**src/rtl/stack_cpu.sv**
```systemverilog
// stack_cpu: multi-cycle stack machine.
// Each instruction takes 2 cycles (FETCH, DECODE), or 4 cycles (plus OPND,
// EXEC) when it carries an operand word. Memory is external and reads
// combinationally.
// Ports:
//   i_clock       rising-edge clock
//   i_reset       synchronous, active-low reset
//   i_run         fetch enable, sampled only in FETCH
//   i_mem_rdata   read data for o_mem_addr, same cycle
//   o_mem_addr    memory address (combinational from state)
//   o_mem_wdata   store data, valid while o_mem_we=1
//   o_mem_we      write strobe; the write happens at the next rising edge
//   o_out_data    value captured by OUT
//   o_out_valid   one-cycle pulse per OUT
//   o_halted      core is stopped after a stack fault
//   o_err_ovf     sticky stack-overflow flag
//   o_err_unf     sticky stack-underflow flag
module stack_cpu #(
  parameter int DATA_W      = 8,
  parameter int ADDR_W      = 8,
  parameter int STACK_DEPTH = 16
) (
  input  logic              i_clock,
  input  logic              i_reset,
  input  logic              i_run,
  input  logic [DATA_W-1:0] i_mem_rdata,
  output logic [ADDR_W-1:0] o_mem_addr,
  output logic [DATA_W-1:0] o_mem_wdata,
  output logic              o_mem_we,
  output logic [DATA_W-1:0] o_out_data,
  output logic              o_out_valid,
  output logic              o_halted,
  output logic              o_err_ovf,
  output logic              o_err_unf
);

  localparam int SW = $clog2(STACK_DEPTH + 1);  // count 0..STACK_DEPTH
  localparam int IW = $clog2(STACK_DEPTH);      // entry index

  localparam logic [2:0] S_FETCH = 3'd0;
  localparam logic [2:0] S_DEC   = 3'd1;
  localparam logic [2:0] S_OPND  = 3'd2;
  localparam logic [2:0] S_EXEC  = 3'd3;
  localparam logic [2:0] S_HALT  = 3'd4;

  localparam logic [3:0] OP_ADD = 4'd0;
  localparam logic [3:0] OP_SUB = 4'd1;
  localparam logic [3:0] OP_SHL = 4'd2;
  localparam logic [3:0] OP_SHR = 4'd3;
  localparam logic [3:0] OP_SRA = 4'd4;
  localparam logic [3:0] OP_AND = 4'd5;
  localparam logic [3:0] OP_LOR = 4'd6;
  localparam logic [3:0] OP_XOR = 4'd7;
  localparam logic [3:0] OP_PSI = 4'd8;
  localparam logic [3:0] OP_PSH = 4'd9;
  localparam logic [3:0] OP_STR = 4'd10;
  localparam logic [3:0] OP_DUP = 4'd11;
  localparam logic [3:0] OP_JPZ = 4'd12;
  localparam logic [3:0] OP_JPN = 4'd13;
  localparam logic [3:0] OP_OUT = 4'd14;

  localparam logic [DATA_W-1:0] DW_MOD = DATA_W'(DATA_W);

  logic [2:0]        r_state;
  logic [ADDR_W-1:0] r_pc;
  logic [DATA_W-1:0] r_ir;
  logic [DATA_W-1:0] r_opnd;
  logic [SW-1:0]     r_cnt;
  logic [DATA_W-1:0] r_stk [STACK_DEPTH];
  logic [DATA_W-1:0] r_out_data;
  logic              r_out_valid;
  logic              r_halted;
  logic              r_err_ovf;
  logic              r_err_unf;

  logic [3:0]        w_op;
  logic [IW-1:0]     w_top_idx, w_nxt_idx, w_push_idx;
  logic [DATA_W-1:0] w_a, w_b, w_shamt, w_alu;
  logic              w_is_alu, w_need1, w_pushes, w_unf, w_ovf;
  logic              w_stk_we;
  logic [IW-1:0]     w_stk_idx;
  logic [DATA_W-1:0] w_stk_wd;
  logic              w_unused;

  // Upper instruction bits carry no meaning.
  assign w_unused = ^r_ir[DATA_W-1:4];

  assign w_op       = r_ir[3:0];
  assign w_top_idx  = IW'(r_cnt - SW'(1));
  assign w_nxt_idx  = IW'(r_cnt - SW'(2));
  assign w_push_idx = IW'(r_cnt);
  assign w_b        = r_stk[w_top_idx];
  assign w_a        = r_stk[w_nxt_idx];
  assign w_shamt    = w_b % DW_MOD;

  always_comb begin
    w_alu = '0;
    case (w_op)
      OP_ADD:  w_alu = w_a + w_b;
      OP_SUB:  w_alu = w_a - w_b;
      OP_SHL:  w_alu = w_a << w_shamt;
      OP_SHR:  w_alu = w_a >> w_shamt;
      OP_SRA:  w_alu = $unsigned($signed(w_a) >>> w_shamt);
      OP_AND:  w_alu = w_a & w_b;
      OP_LOR:  w_alu = w_a | w_b;
      OP_XOR:  w_alu = w_a ^ w_b;
      default: w_alu = '0;
    endcase
  end

  // Stack checks, evaluated in DECODE before anything is committed.
  assign w_is_alu = ~w_op[3];
  assign w_need1  = (w_op == OP_DUP) || (w_op == OP_OUT) || (w_op == OP_STR) ||
                    (w_op == OP_JPZ) || (w_op == OP_JPN);
  assign w_pushes = (w_op == OP_PSI) || (w_op == OP_PSH) || (w_op == OP_DUP);
  assign w_unf    = (w_is_alu && (r_cnt < SW'(2))) || (w_need1 && (r_cnt == '0));
  assign w_ovf    = w_pushes && (r_cnt == SW'(STACK_DEPTH));

  // Single stack write port; entries are never reset, only the count is.
  always_comb begin
    w_stk_we  = 1'b0;
    w_stk_idx = w_push_idx;
    w_stk_wd  = w_alu;
    if (i_reset) begin
      if (r_state == S_DEC && !w_unf && !w_ovf) begin
        if (w_is_alu) begin
          w_stk_we  = 1'b1;
          w_stk_idx = w_nxt_idx;
        end else if (w_op == OP_DUP) begin
          w_stk_we = 1'b1;
          w_stk_wd = w_b;
        end
      end else if (r_state == S_EXEC) begin
        if (w_op == OP_PSI) begin
          w_stk_we = 1'b1;
          w_stk_wd = r_opnd;
        end else if (w_op == OP_PSH) begin
          w_stk_we = 1'b1;
          w_stk_wd = i_mem_rdata;
        end
      end
    end
  end

  always_ff @(posedge i_clock) begin
    if (w_stk_we) r_stk[w_stk_idx] <= w_stk_wd;
  end

  always_comb begin
    o_mem_addr = r_pc;
    if (r_state == S_EXEC && (w_op == OP_PSH || w_op == OP_STR))
      o_mem_addr = r_opnd[ADDR_W-1:0];
  end

  // Gating with i_reset keeps a reset that lands on EXEC STR from writing.
  assign o_mem_we    = i_reset && (r_state == S_EXEC) && (w_op == OP_STR);
  assign o_mem_wdata = w_b;

  always_ff @(posedge i_clock) begin
    if (!i_reset) begin
      r_state     <= S_FETCH;
      r_pc        <= '0;
      r_ir        <= '0;
      r_opnd      <= '0;
      r_cnt       <= '0;
      r_out_data  <= '0;
      r_out_valid <= 1'b0;
      r_halted    <= 1'b0;
      r_err_ovf   <= 1'b0;
      r_err_unf   <= 1'b0;
    end else begin
      r_out_valid <= 1'b0;
      case (r_state)
        S_FETCH: begin
          if (i_run) begin
            r_ir    <= i_mem_rdata;
            r_pc    <= r_pc + ADDR_W'(1);
            r_state <= S_DEC;
          end
        end
        S_DEC: begin
          r_state <= S_FETCH;
          if (w_unf) begin
            r_err_unf <= 1'b1;
            r_halted  <= 1'b1;
            r_state   <= S_HALT;
          end else if (w_ovf) begin
            r_err_ovf <= 1'b1;
            r_halted  <= 1'b1;
            r_state   <= S_HALT;
          end else if (w_is_alu) begin
            r_cnt <= r_cnt - SW'(1);
          end else begin
            case (w_op)
              OP_DUP: r_cnt <= r_cnt + SW'(1);
              OP_OUT: begin
                r_out_data  <= w_b;
                r_out_valid <= 1'b1;
              end
              OP_PSI, OP_PSH, OP_STR, OP_JPZ, OP_JPN: r_state <= S_OPND;
              default: ;
            endcase
          end
        end
        S_OPND: begin
          r_opnd  <= i_mem_rdata;
          r_pc    <= r_pc + ADDR_W'(1);
          r_state <= S_EXEC;
        end
        S_EXEC: begin
          r_state <= S_FETCH;
          case (w_op)
            OP_PSI, OP_PSH: r_cnt <= r_cnt + SW'(1);
            OP_STR:         r_cnt <= r_cnt - SW'(1);
            OP_JPZ: if (w_b == '0)        r_pc <= r_opnd[ADDR_W-1:0];
            OP_JPN: if (w_b[DATA_W-1])    r_pc <= r_opnd[ADDR_W-1:0];
            default: ;
          endcase
        end
        S_HALT:  r_state <= S_HALT;
        default: r_state <= S_FETCH;
      endcase
    end
  end

  assign o_out_data  = r_out_data;
  assign o_out_valid = r_out_valid;
  assign o_halted    = r_halted;
  assign o_err_ovf   = r_err_ovf;
  assign o_err_unf   = r_err_unf;

endmodule

```
**config.mk**
```make
export PLATFORM = sky130hd
export DESIGN_NAME = stack_cpu
export DESIGN_NICKNAME = d
export VERILOG_FILES = /design/src/rtl/stack_cpu.sv
export SDC_FILE = /design/constraint.sdc
export NUM_CORES = 1
export LEC_CHECK = 0
export ABC_CLOCK_PERIOD_IN_PS = 5300
export CORE_MARGIN = 3
export CORE_UTILIZATION = 30
export DETAILED_ROUTE_END_ITERATION = 7
export PLACE_DENSITY_LB_ADDON = 0.15
export SLEW_MARGIN = 20
export SYNTH_ARGS = -nofsm -noshare
export SYNTH_HDL_FRONTEND = slang
export SYNTH_SLANG_ARGS = --single-unit
export TNS_END_PERCENT = 30
```
**constraint.sdc**
```tcl
create_clock -name i_clock -period 5.3 [get_ports i_clock]
set_input_delay 1.06 -clock i_clock [delete_from_list [all_inputs] [get_ports i_clock]]
set_output_delay 1.06 -clock i_clock [all_outputs]
set_load 0.01 [all_outputs]
```
==> flow_summary.yaml <==
logic_synthesis:
  synth_area_per_cell_um2: 12.3
  synthesis.nets: 869
  yosysSeqAreaShare_pct: 45.8
  synth-main-ff-cell: "edfxtp_1"
  synth_cell_type_count: 83
  async_flop_share_pct: 0
  netlist_instances: 827
  syn_area_um2: 10100
  ys_warn_count: 0
  netlist.area_leader.share_pct: 37.9
  synth_area_leaders: "edfxtp_1, mux4_2, dfxtp_1"
  synth_top_cell_by_area: "edfxtp_1"
  synth-seq-cells: 168
  synth-edff-count: 128
global_routing:
  track_usage_pct: 18.0
  grt_max_degree: 69
  antenna_found_initial: 0
  grt_pass1_vias: 7327
  grt_pass1_wl_um: 48300
  grt_overflow_total: 0
clock_tree:
  cts_buffer_depth: 2
  clkSinkCount: 168
  cts_root_buf: "clkbuf_16"
  cts_tree: "yes"
  cts-hold-fix-buffers: 0
  clk_pin_slew_worst_paths_ns: 0.07
  cts-htree-levels: 4
  cts_buffers: 17
  postCtsSetupRepairBufs: 0
  clock_latency_ns: 0.44
  cts_resized: 0
sta:
  period_minus_slack_ns: 4.87
  hold_violations: 0
  fin_skew_ns: 0.0118
  period_share_pct: 92.0
  setup_tns_ns: 0
  relSlewSlack_pct: 25.2
  worstMarginPinSlew_ns: 1.12
  setup_ws_ns: 0.426
  worst_hold_slack_ns: 0.475
  max_freq_mhz: 205
  rsz0062_at_grt: "no"
  drv_slew: 0
  setup_viol: 0
die:
  die_x_um: 190
  die_h_um: 190
  ioPinCount: 40
  die_area_um2: 36100
  core_region_area_um2: 32900
  rows: 66
  start_util_pct: 30.8
setup_path:
  critPathTopFamily: "compound AO/OA/AOI/OAI gates"
  cp_max_fo: 16
  end_kind: "register"
  slowest_stage: "o32a_1"
  cpPeakStageDelay_ns: 0.60
  start_kind: "register"
  crit_chain: "inv_1 > ha_1 > a21boi_2 > xnor2_1 > mux2_2 > ha_1 > a21o_1 > inv_1 > ha_1 > nor2b_1 > o21ai_0 > a21oi_1 > or3_1 > a32oi_1 > nand3_1 > o32a_1"
  required_ns: 5.38
  worstPathBufferInverterCount: 2
  cp_common_cell: "ha_1"
  crit_type: "register to register"
  arrival_ns: 4.95
cells_and_area:
  design_area_um2: 11900
  instances_no_fill: 1350
  syn2layout_area_growth_pct: 17.0
  drive_gt1_share_pct: 19.6
  num_antenna_cells: 0
  final_nets: 939
drt:
  wirelength_um: 32300
  wl_per_cell_um: 23.9
  drtIter0Drc: 668
  num_vias: 7484
  antenna_left: 0
  drc: 0
  dr.pass1.iters: 5
  via_per_inst: 5.54
placement:
  dpl.cell_count: 1320
  dp_hpwl_um: 23100
  pre_cts_ws_ns: 0.242
  gp_congestion: 0.892
  port-buffer-count: 39
  placed_cell_area_um2: 11300
run:
  cap_viol_max_count: 0
power_and_ir_drop:
  p_per_area_nw_per_um2: 389
  ir_drop_uv: 281
  p_leak_uw: 0.00407
min_path:
  hp-class: "register to register"
run_status:
  status: "finished clean"
==> placed cells by master (no fill, tap or decap), types with 7 or more instances in the layout <==
master	n
inv_1	19
edfxtp_1	128
nor2_1	80
nand2_1	69
ha_1	30
o21ai_0	16
nand3_1	27
a31oi_1	10
a21oi_1	38
o211ai_1	7
dfxtp_1	38
mux4_1	18
o22ai_1	8
mux2i_1	58
mux4_2	46
buf_4	60
nor3_1	18
clkbuf_16	17
clkdlybuf4s50_1	39
mux2_2	13
xnor2_1	15
==> synth_stat cells, types with 7 or more instances <==
library cell / instances
mux2_2: 13
o22ai_1: 8
nand3_1: 27
clkbuf_1: 23
o21ai_0: 16
mux4_2: 46
nand2_1: 69
mux2i_1: 58
edfxtp_1: 128
buf_2: 15
nor2_1: 80
ha_1: 30
dfxtp_1: 40
xnor2_1: 15
o211ai_1: 7
a21oi_1: 38
inv_1: 19
nor3_1: 18
a31oi_1: 10
mux4_1: 18
==> routing by layer <==
metal,vias up,wire (um),GRT usage (%)
met2,284,15700,30.2
met4,0,672,4.55
met1,3780,14300,24.3
met3,47,1640,3.11
met5,-,0,0
li1,3373,-,-
==> state kept, by name, indices dropped and copies added, names as in the netlist <==
name         count
o_err_unf        1
o_err_ovf        1
r_ir             4
o_halted         1
r_state          3
r_opnd           8
r_pc             8
o_out_data       8
o_out_valid      1
r_stk          128
r_cnt            5
==> metrics by stage <==
stage	total power, uW	utilization [%]
2_1_floorplan	2800	-
3_3_place_gp	3410	34.3
3_5_place_dp	3400	34.3
4_1_cts	4620	36.0
5_1_grt	4840	36.0
6_report	4610	36.0
==> area by class of cell <==
class	instances	area (um2)
clock inverter	13	124
sequential	168	4650
clock buffer	17	425
tap	442	553
multi-input combinational	583	5120
fill	3190	21100
inverter	25	93.8
timing repair buffer	102	901
==> worst reg2reg max path, stage by stage, from the launching register on <==
cell and delay, ns:
dfxtp_2 0.32, inv_1 0.21, ha_1 0.34, a21boi_2 0.36, xnor2_1 0.20, mux2_2 0.43, ha_1 0.29, a21o_1 0.16
inv_1 0.06, ha_1 0.27, nor2b_1 0.12, o21ai_0 0.23, a21oi_1 0.14, or3_1 0.35, a32oi_1 0.31, nand3_1 0.12
o32a_1 0.60
==> kinds of logic (layout without fill, tap and decap cells) <==
group | after synthesis | count (layout) | share of synthesized area, %
AO/OA/AOI/OAI | 144 | 144 | 10.2
XOR/XNOR | 21 | 21 | 2.26
adder cells (fa/ha/maj) | 31 | 31 | 3.90
buffers and inverters | 76 | 157 | 3.79
flip-flops | 168 | 168 | 45.8
multiplexers | 136 | 136 | 22.2
AND/OR/NAND/NOR | 251 | 251 | 11.9
==> worst paths after layout <==
check | startpoint | to | slack (ns) | cells after the start
hold reg to reg | o_halted$_SDFFE_PN0P_ | o_halted$_SDFFE_PN0P_ | 0.47 | 2
hold / removal | o_halted$_SDFFE_PN0P_ | o_halted$_SDFFE_PN0P_ | 0.47 | 2
setup / recovery | r_cnt[1]$_SDFFE_PN0P_ | r_stk[9][5]$_DFFE_PP_ | 0.43 | 16
setup reg to reg | r_cnt[1]$_SDFFE_PN0P_ | r_stk[9][5]$_DFFE_PP_ | 0.43 | 16
==> power by group <==
group          switching [uW]  internal (uW)  total (uW)
clock network             568            648        1220
registers                15.0           1710        1720
logic                    1050            625        1670
Note: power is estimated with default switching activity, not from simulation.
